## src/rtl/scan_controller_if.sv

```systemverilog
// Host handshake plus scan-chain pins of the scan controller.
// master = host/chain side, slave = controller side.
interface scan_controller_if #(
  parameter int NUM_IOS = 8,
  parameter int SEL_W   = 8
);
  logic               start;
  logic [SEL_W-1:0]   active_select;
  logic [NUM_IOS-1:0] inputs;
  logic [NUM_IOS-1:0] outputs;
  logic               busy;
  logic               done;
  logic               err;
  logic               scan_clk;
  logic               scan_data_out;
  logic               scan_select;
  logic               scan_latch_en;
  logic               scan_data_in;

  modport master (
    output start, active_select, inputs, scan_data_in,
    input  outputs, busy, done, err, scan_clk, scan_data_out, scan_select, scan_latch_en
  );

  modport slave (
    input  start, active_select, inputs, scan_data_in,
    output outputs, busy, done, err, scan_clk, scan_data_out, scan_select, scan_latch_en
  );
endinterface

```

## src/rtl/scan_controller.sv

```systemverilog
// Scan-chain master: shifts a byte into one chain element, latches it, captures
// that element's outputs and shifts them back to the host.
module scan_controller #(
  parameter int NUM_DESIGNS  = 4,
  parameter int NUM_IOS      = 8,
  parameter int CLK_DIV      = 2,
  parameter int LATCH_CYCLES = 2,
  parameter int SEL_W        = 8
) (
  input  logic             clk,
  input  logic             reset,
  scan_controller_if.slave bus
);
  localparam int KW = (NUM_DESIGNS > 1) ? $clog2(NUM_DESIGNS) : 1;
  localparam int CW = $clog2(NUM_DESIGNS * NUM_IOS + 1);
  localparam int DW = $clog2(CLK_DIV + 1);
  localparam int LW = $clog2(LATCH_CYCLES + 1);

  localparam logic [2:0] IDLE      = 3'd0;
  localparam logic [2:0] SHIFT_IN  = 3'd1;
  localparam logic [2:0] LATCH     = 3'd2;
  localparam logic [2:0] CAPTURE   = 3'd3;
  localparam logic [2:0] SHIFT_OUT = 3'd4;
  localparam logic [2:0] DONE      = 3'd5;

  localparam logic [SEL_W-1:0] LAST_SEL = SEL_W'(NUM_DESIGNS - 1);
  localparam logic [DW-1:0]    DIV_LAST = DW'(CLK_DIV - 1);
  localparam logic [LW-1:0]    LAT_LAST = LW'(LATCH_CYCLES - 1);

  logic [2:0]         state_q, state_d;
  logic [DW-1:0]      div_q, div_d;
  logic [CW-1:0]      cnt_q, cnt_d;
  logic [LW-1:0]      lat_q, lat_d;
  logic [KW-1:0]      k_q, k_d;
  logic [NUM_IOS-1:0] in_q, in_d;
  logic [NUM_IOS-1:0] sh_q, sh_d;
  logic [NUM_IOS-1:0] out_q, out_d;
  logic               sclk_q, sclk_d;
  logic               sdo_q, sdo_d;
  logic               sel_q, sel_d;
  logic               latch_q, latch_d;
  logic               busy_q, busy_d;
  logic               done_q, done_d;
  logic               err_q, err_d;

  logic               phase_end_s;
  logic               scanning_s;
  logic [CW-1:0]      last_in_s;
  logic [CW-1:0]      skip_s;
  logic [CW-1:0]      last_out_s;
  logic [NUM_IOS-1:0] sh_next_s;

  // Pulse/slot targets depend only on the captured design index
  always_comb begin
    scanning_s  = (state_q == SHIFT_IN) || (state_q == CAPTURE) || (state_q == SHIFT_OUT);
    phase_end_s = (div_q == DIV_LAST);
    last_in_s   = (CW'(k_q) + CW'(1)) * CW'(NUM_IOS);
    skip_s      = (CW'(NUM_DESIGNS - 1) - CW'(k_q)) * CW'(NUM_IOS);
    last_out_s  = skip_s + CW'(NUM_IOS - 1);
    sh_next_s   = NUM_IOS'({sh_q, bus.scan_data_in});
  end

  // Next-state logic for the transaction sequencer and scan clock divider
  always_comb begin
    state_d = state_q;
    cnt_d   = cnt_q;
    lat_d   = lat_q;
    k_d     = k_q;
    in_d    = in_q;
    sh_d    = sh_q;
    out_d   = out_q;
    sclk_d  = sclk_q;
    sdo_d   = sdo_q;
    sel_d   = sel_q;
    latch_d = latch_q;
    busy_d  = busy_q;
    done_d  = 1'b0;
    err_d   = 1'b0;

    if (scanning_s && !phase_end_s) begin
      div_d = div_q + DW'(1);
    end else begin
      div_d = '0;
    end

    case (state_q)
      IDLE: begin
        if (bus.start && (bus.active_select <= LAST_SEL)) begin
          k_d     = KW'(bus.active_select);
          sdo_d   = bus.inputs[NUM_IOS-1];
          in_d    = NUM_IOS'({bus.inputs, 1'b0});
          cnt_d   = '0;
          busy_d  = 1'b1;
          state_d = SHIFT_IN;
        end else if (bus.start) begin
          err_d = 1'b1;
        end else begin
          state_d = IDLE;
        end
      end
      SHIFT_IN: begin
        if (phase_end_s && !sclk_q) begin
          sclk_d = 1'b1;
          cnt_d  = cnt_q + CW'(1);
        end else if (phase_end_s) begin
          sclk_d = 1'b0;
          if (cnt_q == last_in_s) begin
            sdo_d   = 1'b0;
            cnt_d   = '0;
            lat_d   = '0;
            latch_d = 1'b1;
            state_d = LATCH;
          end else begin
            sdo_d = in_q[NUM_IOS-1];
            in_d  = NUM_IOS'({in_q, 1'b0});
          end
        end else begin
          sclk_d = sclk_q;
        end
      end
      LATCH: begin
        // One low cycle separates the latch window from the capture select
        if (latch_q && (lat_q == LAT_LAST)) begin
          latch_d = 1'b0;
        end else if (latch_q) begin
          lat_d = lat_q + LW'(1);
        end else begin
          sel_d   = 1'b1;
          state_d = CAPTURE;
        end
      end
      CAPTURE: begin
        if (phase_end_s && !sclk_q) begin
          sclk_d = 1'b1;
        end else if (phase_end_s) begin
          sclk_d  = 1'b0;
          sel_d   = 1'b0;
          cnt_d   = '0;
          state_d = SHIFT_OUT;
        end else begin
          sclk_d = sclk_q;
        end
      end
      SHIFT_OUT: begin
        // cnt_q numbers the sample slots; the first skip_s belong to downstream designs
        if (phase_end_s && !sclk_q) begin
          if (cnt_q >= skip_s) begin
            sh_d = sh_next_s;
          end else begin
            sh_d = sh_q;
          end
          if (cnt_q == last_out_s) begin
            out_d   = sh_next_s;
            done_d  = 1'b1;
            busy_d  = 1'b0;
            state_d = DONE;
          end else begin
            sclk_d = 1'b1;
            cnt_d  = cnt_q + CW'(1);
          end
        end else if (phase_end_s) begin
          sclk_d = 1'b0;
        end else begin
          sclk_d = sclk_q;
        end
      end
      DONE: begin
        cnt_d   = '0;
        state_d = IDLE;
      end
      default: begin
        sclk_d  = 1'b0;
        sdo_d   = 1'b0;
        sel_d   = 1'b0;
        latch_d = 1'b0;
        busy_d  = 1'b0;
        state_d = IDLE;
      end
    endcase
  end

  // State and output registers
  always_ff @(posedge clk or posedge reset) begin
    if (reset) begin
      state_q <= IDLE;
      div_q   <= '0;
      cnt_q   <= '0;
      lat_q   <= '0;
      k_q     <= '0;
      in_q    <= '0;
      sh_q    <= '0;
      out_q   <= '0;
      sclk_q  <= 1'b0;
      sdo_q   <= 1'b0;
      sel_q   <= 1'b0;
      latch_q <= 1'b0;
      busy_q  <= 1'b0;
      done_q  <= 1'b0;
      err_q   <= 1'b0;
    end else begin
      state_q <= state_d;
      div_q   <= div_d;
      cnt_q   <= cnt_d;
      lat_q   <= lat_d;
      k_q     <= k_d;
      in_q    <= in_d;
      sh_q    <= sh_d;
      out_q   <= out_d;
      sclk_q  <= sclk_d;
      sdo_q   <= sdo_d;
      sel_q   <= sel_d;
      latch_q <= latch_d;
      busy_q  <= busy_d;
      done_q  <= done_d;
      err_q   <= err_d;
    end
  end

  assign bus.outputs       = out_q;
  assign bus.busy          = busy_q;
  assign bus.done          = done_q;
  assign bus.err           = err_q;
  assign bus.scan_clk      = sclk_q;
  assign bus.scan_data_out = sdo_q;
  assign bus.scan_select   = sel_q;
  assign bus.scan_latch_en = latch_q;
endmodule

```

## src/flat_wrapper.sv

```systemverilog
// flat-port wrapper written by rule: the top's interface ports become plain ports
module scan_controller_flat 
#(
  parameter int NUM_DESIGNS  = 4,
  parameter int NUM_IOS      = 8,
  parameter int CLK_DIV      = 2,
  parameter int LATCH_CYCLES = 2,
  parameter int SEL_W        = 8
)
  (clk, reset, bus_start, bus_active_select, bus_inputs, bus_scan_data_in, bus_outputs, bus_busy, bus_done, bus_err, bus_scan_clk, bus_scan_data_out, bus_scan_select, bus_scan_latch_en);
  scan_controller_if #(.NUM_IOS(NUM_IOS), .SEL_W(SEL_W)) bus_i ();
  input  logic clk;
  input  logic reset;
  input wire logic [$bits(bus_i.start)-1:0] bus_start;
  input wire logic [$bits(bus_i.active_select)-1:0] bus_active_select;
  input wire logic [$bits(bus_i.inputs)-1:0] bus_inputs;
  input wire logic [$bits(bus_i.scan_data_in)-1:0] bus_scan_data_in;
  output wire logic [$bits(bus_i.outputs)-1:0] bus_outputs;
  output wire logic [$bits(bus_i.busy)-1:0] bus_busy;
  output wire logic [$bits(bus_i.done)-1:0] bus_done;
  output wire logic [$bits(bus_i.err)-1:0] bus_err;
  output wire logic [$bits(bus_i.scan_clk)-1:0] bus_scan_clk;
  output wire logic [$bits(bus_i.scan_data_out)-1:0] bus_scan_data_out;
  output wire logic [$bits(bus_i.scan_select)-1:0] bus_scan_select;
  output wire logic [$bits(bus_i.scan_latch_en)-1:0] bus_scan_latch_en;
  assign bus_i.start = bus_start;
  assign bus_i.active_select = bus_active_select;
  assign bus_i.inputs = bus_inputs;
  assign bus_i.scan_data_in = bus_scan_data_in;
  assign bus_outputs = bus_i.outputs;
  assign bus_busy = bus_i.busy;
  assign bus_done = bus_i.done;
  assign bus_err = bus_i.err;
  assign bus_scan_clk = bus_i.scan_clk;
  assign bus_scan_data_out = bus_i.scan_data_out;
  assign bus_scan_select = bus_i.scan_select;
  assign bus_scan_latch_en = bus_i.scan_latch_en;
  scan_controller #(.NUM_DESIGNS(NUM_DESIGNS), .NUM_IOS(NUM_IOS), .CLK_DIV(CLK_DIV), .LATCH_CYCLES(LATCH_CYCLES), .SEL_W(SEL_W)) u_core (.clk(clk), .reset(reset), .bus(bus_i));
endmodule
```

## config.mk

```make
export PLATFORM = sky130hd
export DESIGN_NAME = scan_controller_flat
export DESIGN_NICKNAME = d
export VERILOG_FILES = /design/src/rtl/scan_controller_if.sv /design/src/rtl/scan_controller.sv /design/src/flat_wrapper.sv
export SDC_FILE = /design/constraint.sdc
export NUM_CORES = 1
export LEC_CHECK = 0
export ABC_CLOCK_PERIOD_IN_PS = 3000
export CAP_MARGIN = 20
export CORE_ASPECT_RATIO = 0.6
export CORE_MARGIN = 2
export CORE_UTILIZATION = 54
export DETAILED_ROUTE_END_ITERATION = 8
export GPL_TIMING_DRIVEN = 0
export PLACE_DENSITY = 0.84
export SYNTH_ARGS = -nofsm -noshare
export SYNTH_HDL_FRONTEND = slang
export SYNTH_SLANG_ARGS = --single-unit
```

## constraint.sdc

```tcl
create_clock -name clk -period 3 [get_ports clk]
set_clock_uncertainty 0.1 [all_clocks]
set_input_delay 0.3 -clock clk [delete_from_list [all_inputs] [get_ports clk]]
set_output_delay 0.3 -clock clk [all_outputs]
set_load 0.02 [all_outputs]
```

==> flow_metrics.env, run 1 <==
export IMPL_path_common_cell="ha_1"
export IMPL_grt_pass1_wl_mm=8.162
export IMPL_p_leak_nw=1.263
export IMPL_ys_types=55
export IMPL_hold_path_startpoint="u_core.div_q[0]"
export IMPL_cts_htree_levels=2
export IMPL_finalCriticalPeriod_ns=2.428
export IMPL_rsz0062_at_grt="no"
export IMPL_yosysWarnings=0
export IMPL_final_common_cell="dfrtp_1"
export IMPL_syn_area_um2=2361
export IMPL_timing_hold_ws_ns=0.3498
export IMPL_synth_simple_gate_area_share_pct=17.75
export IMPL_avgSynthCellArea_um2=10.98
export IMPL_max_cap_violations=0
export IMPL_setup_violations=0
export IMPL_syn_to_final_growth_pct=21.04
export IMPL_synth_top_area_share_pct=46.63
export IMPL_yosys_most_used_dff="dfrtp_1"
export IMPL_antenna_found_initial=0
export IMPL_synth_compound_area_share_pct=12.56
export IMPL_viasPerCell=5.614
export IMPL_grt_pass1_vias=1727
export IMPL_die_w_um=89.37
export IMPL_synth_top_family_by_area="simple AND/OR/NAND/NOR gates"
export IMPL_gp_congestion=0.9256
export IMPL_hold_viol_final=0
export IMPL_drcViolationCount=0
export IMPL_root_buffer="clkbuf_8"
export IMPL_clk_latency_ns=0.30
export IMPL_synthArstFlopShare_pct=100.0
export IMPL_worst_slew_pin_slew_ns=0.8695
export IMPL_clkTransAtPathRegs_ns=0.08
export IMPL_ant_nets=0
export IMPL_vdd_ir_drop_max_uv=255.9
export IMPL_critPathLaunch="u_core.div_q[0]"
export IMPL_pin_count=35
export IMPL_final_nets=286
export IMPL_worst_slack_ns=0.5719
export IMPL_avgRoutedWirePerCell_um=14.91
export IMPL_place_worst_setup_slack_ns=0.6141
export IMPL_required_ns=3.12
export IMPL_clock_sinks=44
export IMPL_worst_setup_path_type="register to register"
export IMPL_io_buffers=34
export IMPL_synth_edf_count=0
export IMPL_drive_gt1_share_pct=19.53
export IMPL_dpl_hpwl_mm=3.513
export IMPL_cp_cell_sequence="ha_1, ha_1, buf_2, nand3b_1, nand2_1, nand4b_4, or4b_1, o21ai_1"
export IMPL_critPathLaunchType="register"
export IMPL_synth_seq_area_share_pct=46.63
export IMPL_reg2reg_from="u_core.div_q[0]"
export IMPL_cts_setup_buffers=0
export IMPL_first_pass_iters=4
export IMPL_mostFrequentLayoutCells="dfrtp_1 (44), clkdlybuf4s50_1 (34), mux2_2 (18), nand2_1 (15), inv_1 (13)"
export IMPL_power_uw=989.1
export IMPL_max_slew_margin_pct=41.95
export IMPL_slew_viol_final=0
export IMPL_initial_core_util_pct=56.97
export IMPL_hold_class="register to register"
export IMPL_status="finished, final reports clean"
export IMPL_core_area_um2=4144
export IMPL_r2r_end="u_core.cnt_q[3]"
export IMPL_synthTopCellsByArea="dfrtp_1 (47%), mux2_2 (8.6%), ha_1 (5.3%)"
export IMPL_crit_path_max_fanout=9
export IMPL_synthCells=215
export IMPL_muxShareOfSynthArea_pct=12.61
export IMPL_antenna_cells=0
export IMPL_clk_path_buf_depth=2
export IMPL_finalCritPeriodShare_pct=80.94
export IMPL_vias=1774
export IMPL_first_iter_violations=117
export IMPL_row_count=18
export IMPL_cts_tree="yes"
export IMPL_r2r_slack_ns=0.57
export IMPL_post_cts_resize_count=0
export IMPL_fp_dieArea_um2=4935
export IMPL_rr_worst_depth=8
export IMPL_final_cells=316
export IMPL_yosysTopAreaCell="dfrtp_1"
export IMPL_critPathMaxStageDelay_ns=0.55
export IMPL_grt_usage_pct=21.08
export IMPL_cp_slowest_cell="or4b_1"
export IMPL_holdBufCountCts=0
export IMPL_cp_arrival_ns=2.55
export IMPL_cts_buffers=5
export IMPL_tns_ns=0
export IMPL_dieHeight_um=55.22
export IMPL_synth_adder_area_share_pct=5.299
export IMPL_fmax_ghz=0.4118
export IMPL_synth_xor_area_share_pct=0.7419
export IMPL_ys_seq_elements=44
export IMPL_synth_nets=245
export IMPL_endpoint_kind="register"
export IMPL_hold_depth=1
export IMPL_min_to="u_core.div_q[0]"
export IMPL_power_density_nw_per_um2=346.1
export IMPL_grt_max_degree=45
export IMPL_grt_ovfl_total=0
export IMPL_place_inst=309
export IMPL_finalWirelength_mm=4.711
==> cell families after synthesis <==
kind of cell    after synthesis
mux                          27
xor+xnor                      2
compound gates               40
buf+inv                      23
flops                        44
fa+ha+maj                    10
simple gates                 69
==> layout make-up <==
type                       count  area (um^2)
buffer                         8        47.55
clock buffer                   5        68.82
clock inverter                 2        12.51
fill                         323         1286
inverter                      15        56.30
multi-input combinational    148         1156
sequential                    44         1101
tap                           60        75.07
timing repair buffer          34        340.3
==> synth_stat cells, drive strengths merged, types with 2 or more instances <==
cell type	count
o31ai	4
a31o	2
nand2b	4
inv	14
buf	7
nand2	15
nor3b	2
a21oi	2
o21ai	16
a211oi	3
nor3	5
xor2	2
ha	10
and2	2
nand3b	4
mux2i	8
nand3	7
dfrtp	44
nand4	3
or4	2
nor2b	3
nor2	13
mux2	19
nor4	3
==> how the worst max path moves through the flow <==
stage / endpoint / slack [ns] / cells after the start
floorplan: u_core.cnt_q[3] / 0.86 / 8
global placement: u_core.cnt_q[3] / 0.68 / 8
detailed placement: u_core.cnt_q[3] / 0.61 / 8
CTS: u_core.cnt_q[3] / 0.58 / 8
global route: u_core.cnt_q[3] / 0.48 / 8
finish: u_core.cnt_q[3] / 0.57 / 8
==> per-layer routing <==
layer	global-route usage [%]	up-vias	part of all wire, %
li1	-	862	-
met1	33.43	850	51
met2	28.68	50	42
met3	5.082	12	4.5
met4	5.544	0	1.7
met5	0	-	0
==> report_power, final <==
group | switching [mW] | total [mW] | internal [mW]
sequential | 0.0000759 | 0.593 | 0.593
combinational | 0.0178 | 0.0412 | 0.0234
clock | 0.198 | 0.355 | 0.158
total | 0.215 | 0.989 | 0.774
==> state kept, by name, summed over array words and instances (netlist names) <==
| signal | count |
|---|---|
| u_core.bus.scan_latch_en | 1 |
| u_core.lat_q | 2 |
| u_core.bus.outputs | 8 |
| u_core.bus.scan_data_out | 1 |
| u_core.sh_q | 7 |
| u_core.bus.busy | 1 |
| u_core.k_q | 2 |
| u_core.cnt_q | 6 |
| u_core.bus.scan_select | 1 |
| u_core.in_q | 7 |
| u_core.bus.err | 1 |
| u_core.bus.done | 1 |
| u_core.state_q | 3 |
| u_core.bus.scan_clk | 1 |
| u_core.div_q | 2 |
==> through the flow <==
| step | utilization, % | instance area (um^2) |
|---|---|---|
| after floorplan | - | 2361 |
| after global placement | 67.00 | 2776 |
| after detailed placement | 67.00 | 2776 |
| after CTS | 68.96 | 2858 |
| after global routing | 68.96 | 2858 |
| final | 68.96 | 2858 |
==> critical path, delay by kind of cell (launching register included) <==
family	cells	cell delay, ns
buf+inv	1	0.16
simple gates	4	1.10
compound gates	1	0.11
flops	1	0.39
fa+ha+maj	2	0.48
Note: power is estimated with default switching activity, not from simulation.
==> run 2, diff against run 1 <==
ABC_CLOCK_PERIOD_IN_PS = 2300   (was 3000)
clock period = 2.3 ns   (was 3 ns; I/O delays follow)
==> flow_metrics.env, run 2 (synthesized netlist as in run 1, its figures left out) <==
export IMPL_die_w_um=89.37
export IMPL_finalCriticalPeriod_ns=2.287
export IMPL_crit_path_max_fanout=8
export IMPL_power_density_nw_per_um2=442.3
export IMPL_place_worst_setup_slack_ns=-0.08586
export IMPL_endpoint="u_core.cnt_q[5]"
export IMPL_grt_pass1_wl_mm=8.217
export IMPL_rr_worst_depth=9
export IMPL_critPathLaunchType="register"
export IMPL_max_slew_margin_pct=41.84
export IMPL_gp_congestion=0.9256
export IMPL_rsz0062_at_grt="yes"
export IMPL_first_iter_violations=114
export IMPL_first_pass_iters=4
export IMPL_mostFrequentLayoutCells="dfrtp_1 (44), clkdlybuf4s50_1 (34), mux2_2 (18), nand2_1 (14), inv_1 (13)"
export IMPL_clock_sinks=44
export IMPL_critPathMaxStageDelay_ns=0.40
export IMPL_endpoint_kind="register"
export IMPL_cp_cell_sequence="ha_2, ha_1, buf_2, nand3b_1, nand2_2, nand4b_4, buf_4, or4_1, nand3_1"
export IMPL_row_count=18
export IMPL_ant_nets=0
export IMPL_clk_path_buf_depth=2
export IMPL_grt_ovfl_total=0
export IMPL_initial_core_util_pct=56.97
export IMPL_antenna_found_initial=0
export IMPL_reg2reg_from="u_core.div_q[0]"
export IMPL_vdd_ir_drop_max_uv=328.1
export IMPL_vias=1820
export IMPL_grt_max_degree=45
export IMPL_tns_ns=0
export IMPL_dpl_hpwl_mm=3.513
export IMPL_nFillCells=317
export IMPL_required_ns=2.44
export IMPL_slew_viol_final=0
export IMPL_viasPerCell=5.688
export IMPL_avgRoutedWirePerCell_um=14.99
export IMPL_r2r_end="u_core.cnt_q[5]"
export IMPL_drive_gt1_share_pct=22.69
export IMPL_largest_reg_flops=8
export IMPL_cts_buffers=5
export IMPL_hold_viol_final=0
export IMPL_pin_count=35
export IMPL_worst_setup_path_type="register to register"
export IMPL_r2r_slack_ns=0.01
export IMPL_fmax_ghz=0.4373
export IMPL_io_buffers=34
export IMPL_dieHeight_um=55.22
export IMPL_setup_violations=0
export IMPL_cp_slowest_cell="or4_1"
export IMPL_fp_dieArea_um2=4935
export IMPL_status="finished, final reports clean"
export IMPL_cts_htree_levels=2
export IMPL_grt_pass1_vias=1743
export IMPL_antenna_cells=0
export IMPL_cp_arrival_ns=2.43
export IMPL_hold_class="input port to async pin"
export IMPL_max_cap_violations=0
export IMPL_core_area_um2=4144
export IMPL_worst_slew_pin_slew_ns=0.8712
export IMPL_syn_to_final_growth_pct=23.53
export IMPL_p_leak_nw=1.289
export IMPL_finalCritPeriodShare_pct=99.43
export IMPL_worst_slack_ns=0.01305
export IMPL_cts_tree="yes"
export IMPL_drcViolationCount=0
export IMPL_clk_latency_ns=0.30
export IMPL_grt_usage_pct=21.24
export IMPL_critPathLaunch="u_core.div_q[0]"
export IMPL_root_buffer="clkbuf_8"
export IMPL_final_common_cell="dfrtp_1"
export IMPL_final_nets=290
export IMPL_clkTransAtPathRegs_ns=0.08
export IMPL_finalWirelength_mm=4.796
==> run 2: changes by cell type in the layout (fill, tap and decap cells not counted), sizes merged <==
cell	previous run	this run
buf	7	11
==> run 2: cell type report <==
cell class                 instances  area, um^2  area share [%]
buffer                             8       47.55           1.630
clock buffer                       5       68.82           2.360
clock inverter                     2       12.51          0.4290
inverter                          15       56.30           1.931
multi-input combinational        148        1185           40.63
sequential                        44        1101           37.75
tap                               60       75.07           2.574
timing repair buffer              38       370.4           12.70
==> run 2: critical path: cells and delay by family, from the launching register on <==
family	cells	cell delay, ns
flip-flops	1	0.39
adder cells (fa/ha/maj)	2	0.41
buffers and inverters	2	0.35
AND/OR/NAND/NOR	5	0.98
==> run 2: layer usage <==
layer  global-route usage, %  share of wire (%)
met5                       0                  0
met4                   5.970                1.5
met3                   5.082                6.1
met2                   28.57                 43
met1                   33.82                 49
==> run 2: what timing repair did <==
action                     CTS  global route
setup endpoints to repair    2            21
hold buffers                 0             0
gates cloned                 0             0
pin swaps                    1             1
buffers inserted             3             1
gates resized for setup      2             5
==> run 2: worst min path at each step <==
stage,from,to,cells past startpoint
global placement,u_core.div_q[0],u_core.div_q[0],1
detailed placement,u_core.div_q[0],u_core.div_q[0],1
floorplan,bus_inputs[0],u_core.in_q[1],2
finish,reset,u_core.cnt_q[2],2
global route,u_core.div_q[0],u_core.div_q[0],1
CTS,u_core.div_q[0],u_core.div_q[0],1
==> run 2: power by group <==
| group | internal [mW] | switching [mW] | leakage, nW |
|---|---|---|---|
| clock | 0.206 | 0.257 | 0.0400 |
| sequential | 0.773 | 0.0000993 | 0.580 |
| combinational | 0.0305 | 0.0232 | 0.669 |
==> run 2: through the flow <==
| step | cell area, um^2 | power (mW) | hold slack, ns | util [%] | cells |
|---|---|---|---|---|---|
| after floorplan | 2361 | 0.8035 | 0.2573 | - | 215 |
| after detailed placement | 2776 | 0.8434 | 0.3427 | 67.00 | 309 |
| after CTS | 2885 | 1.298 | 0.3583 | 69.63 | 319 |
| after global placement | 2776 | 0.8427 | 0.3247 | 67.00 | 309 |
| after global routing | 2917 | 1.335 | 0.3797 | 70.38 | 320 |
| final | 2917 | 1.290 | 0.3300 | 70.38 | 320 |
==> run 3, diff against run 2 <==
CORE_MARGIN = 5   (was 2)
RECOVER_POWER = 100   (was unset)
==> flow_metrics.env, run 3 (synthesized netlist as in run 1, its figures left out) <==
export IMPL_vias=1803
export IMPL_row_count=18
export IMPL_fin_util_pct=71.26
export IMPL_status="finished, violations left"
export IMPL_cts_buffers=5
export IMPL_critPathLaunchType="register"
export IMPL_timing_hold_ws_ns=0.3831
export IMPL_max_slew_margin_pct=-8.509
export IMPL_finalCriticalPeriod_ns=2.218
export IMPL_core_area_um2=4167
export IMPL_final_nets=291
export IMPL_drcViolationCount=0
export IMPL_grt_max_degree=45
export IMPL_power_mw=1.321
export IMPL_initial_core_util_pct=56.67
export IMPL_clk_latency_ns=0.30
export IMPL_hold_viol_final=0
export IMPL_required_ns=2.42
export IMPL_antenna_cells=0
export IMPL_place_inst=309
export IMPL_grt_pass1_wl_mm=8.197
export IMPL_fp_dieArea_um2=5838
export IMPL_avgRoutedWirePerCell_um=16.04
export IMPL_clk_path_buf_depth=2
export IMPL_drive_gt1_share_pct=22.52
export IMPL_cp_arrival_ns=2.34
export IMPL_slew_viol_final=45
export IMPL_final_common_cell="dfrtp_1"
export IMPL_antenna_found_initial=0
export IMPL_mostFrequentLayoutCells="dfrtp_1 (44), clkdlybuf4s50_1 (19), mux2_2 (18), dlygate4sd3_1 (15)"
export IMPL_setup_violations=0
export IMPL_finalWirelength_mm=5.166
export IMPL_p_leak_nw=1.369
export IMPL_viasPerCell=5.599
export IMPL_power_density_nw_per_um2=444.9
export IMPL_dpl_hpwl_mm=3.603
export IMPL_critPathMaxStageDelay_ns=0.54
export IMPL_rsz0062_at_grt="yes"
export IMPL_pin_count=35
export IMPL_rr_worst_depth=7
export IMPL_cts_htree_levels=2
export IMPL_hold_depth=3
export IMPL_cp_slowest_cell="or4b_4"
export IMPL_tns_ns=0
export IMPL_finalCritPeriodShare_pct=96.44
export IMPL_ant_nets=0
export IMPL_io_buffers=34
export IMPL_endpoint_kind="register"
export IMPL_syn_to_final_growth_pct=25.76
export IMPL_first_pass_iters=4
export IMPL_final_cells=322
export IMPL_cp_cell_sequence="ha_4, ha_2, nand3b_1, nand2_2, nand4b_4, or4b_4, o21ai_1"
export IMPL_nFillCells=304
export IMPL_die_w_um=95.37
export IMPL_dieHeight_um=61.22
export IMPL_crit_path_max_fanout=8
export IMPL_worst_slew_pin_slew_ns=1.626
export IMPL_grt_usage_pct=18.67
export IMPL_clock_sinks=44
export IMPL_first_iter_violations=144
export IMPL_cts_tree="yes"
export IMPL_gp_congestion=0.8410
export IMPL_fmax_ghz=0.4508
export IMPL_hold_class="input port to register"
export IMPL_grt_pass1_vias=1645
export IMPL_vdd_ir_drop_max_uv=460.3
export IMPL_grt_ovfl_total=0
export IMPL_violations="capacitance limit, slew limit"
export IMPL_clkTransAtPathRegs_ns=0.08
export IMPL_root_buffer="clkbuf_8"
export IMPL_largest_reg_flops=8
export IMPL_max_cap_violations=1
export IMPL_worst_setup_path_type="register to register"
## run 3: cell types whose count changed in the layout (fill, tap and decap cells not counted), sizes merged
| cell | change |
|---|---|
| clkdlybuf4s50 | -15 |
| dlygate4sd3 | +15 |
| clkbuf | +3 |
| clkinv | -1 |
| clkinvlp | -1 |
| nand4b | +1 |
## run 3: through the flow
step	instance area, um^2	setup WS, ns
floorplan	2361	0.1620
global placement	2776	-0.03771
detailed placement	2776	-0.1089
CTS	2877	-0.02029
global route	2969	-0.008985
finish	2969	0.08190
## run 3: power breakdown
group / total (mW) / switching (mW) / internal [mW]
logic: 0.0546 / 0.0241 / 0.0305
registers: 0.773 / 0.0000999 / 0.773
clock network: 0.493 / 0.248 / 0.245
total: 1.32 / 0.273 / 1.05
## run 3: path summary, 6_finish.rpt
| path | start | slack [ns] | end |
|---|---|---|---|
| max | u_core.div_q[0] | 0.08 | u_core.cnt_q[3] |
| min | bus_inputs[0] | 0.38 | u_core.in_q[1] |
| max reg2reg | u_core.div_q[0] | 0.08 | u_core.cnt_q[3] |
| min reg2reg | u_core.in_q[6] | 0.39 | u_core.in_q[6] |
| max in group asynchronous | reset | 0.48 | u_core.bus.scan_latch_en |
| min in group asynchronous | reset | 0.67 | u_core.sh_q[2] |
## run 3: final cells by class
type | count | area, um^2 | share of cell area, %
Buffer | 7 | 42.54 | 1.433
Clock buffer | 8 | 90.09 | 3.034
Inverter | 15 | 56.30 | 1.896
Multi-Input combinational cell | 149 | 1226 | 41.30
Sequential cell | 44 | 1101 | 37.08
Tap cell | 60 | 75.07 | 2.528
Timing Repair Buffer | 39 | 377.9 | 12.73
## run 3: metal layers
metal / vias to the layer above / wire length (um) / track usage [%]
li1: 871 / - / -
met1: 866 / 2528 / 27.95
met2: 57 / 2213 / 26.77
met3: 9 / 352 / 5.128
met4: 0 / 72 / 4.928
met5: - / 0 / 0
## run 3: critical path, delay by kind of cell, from the launching register on
family / cells / cell delay, ns
DFF: 1 / 0.42
AOI/OAI and AO/OA: 1 / 0.11
and+or+nand+nor: 4 / 1.08
adders and majority gates: 2 / 0.44
## run 3: what timing repair did
action,CTS,global route
gates cloned,0,1
hold buffers,0,0
gates resized for setup,3,9
buffers inserted,0,5
pin swaps,1,2
endpoints found under the setup margin,3,19
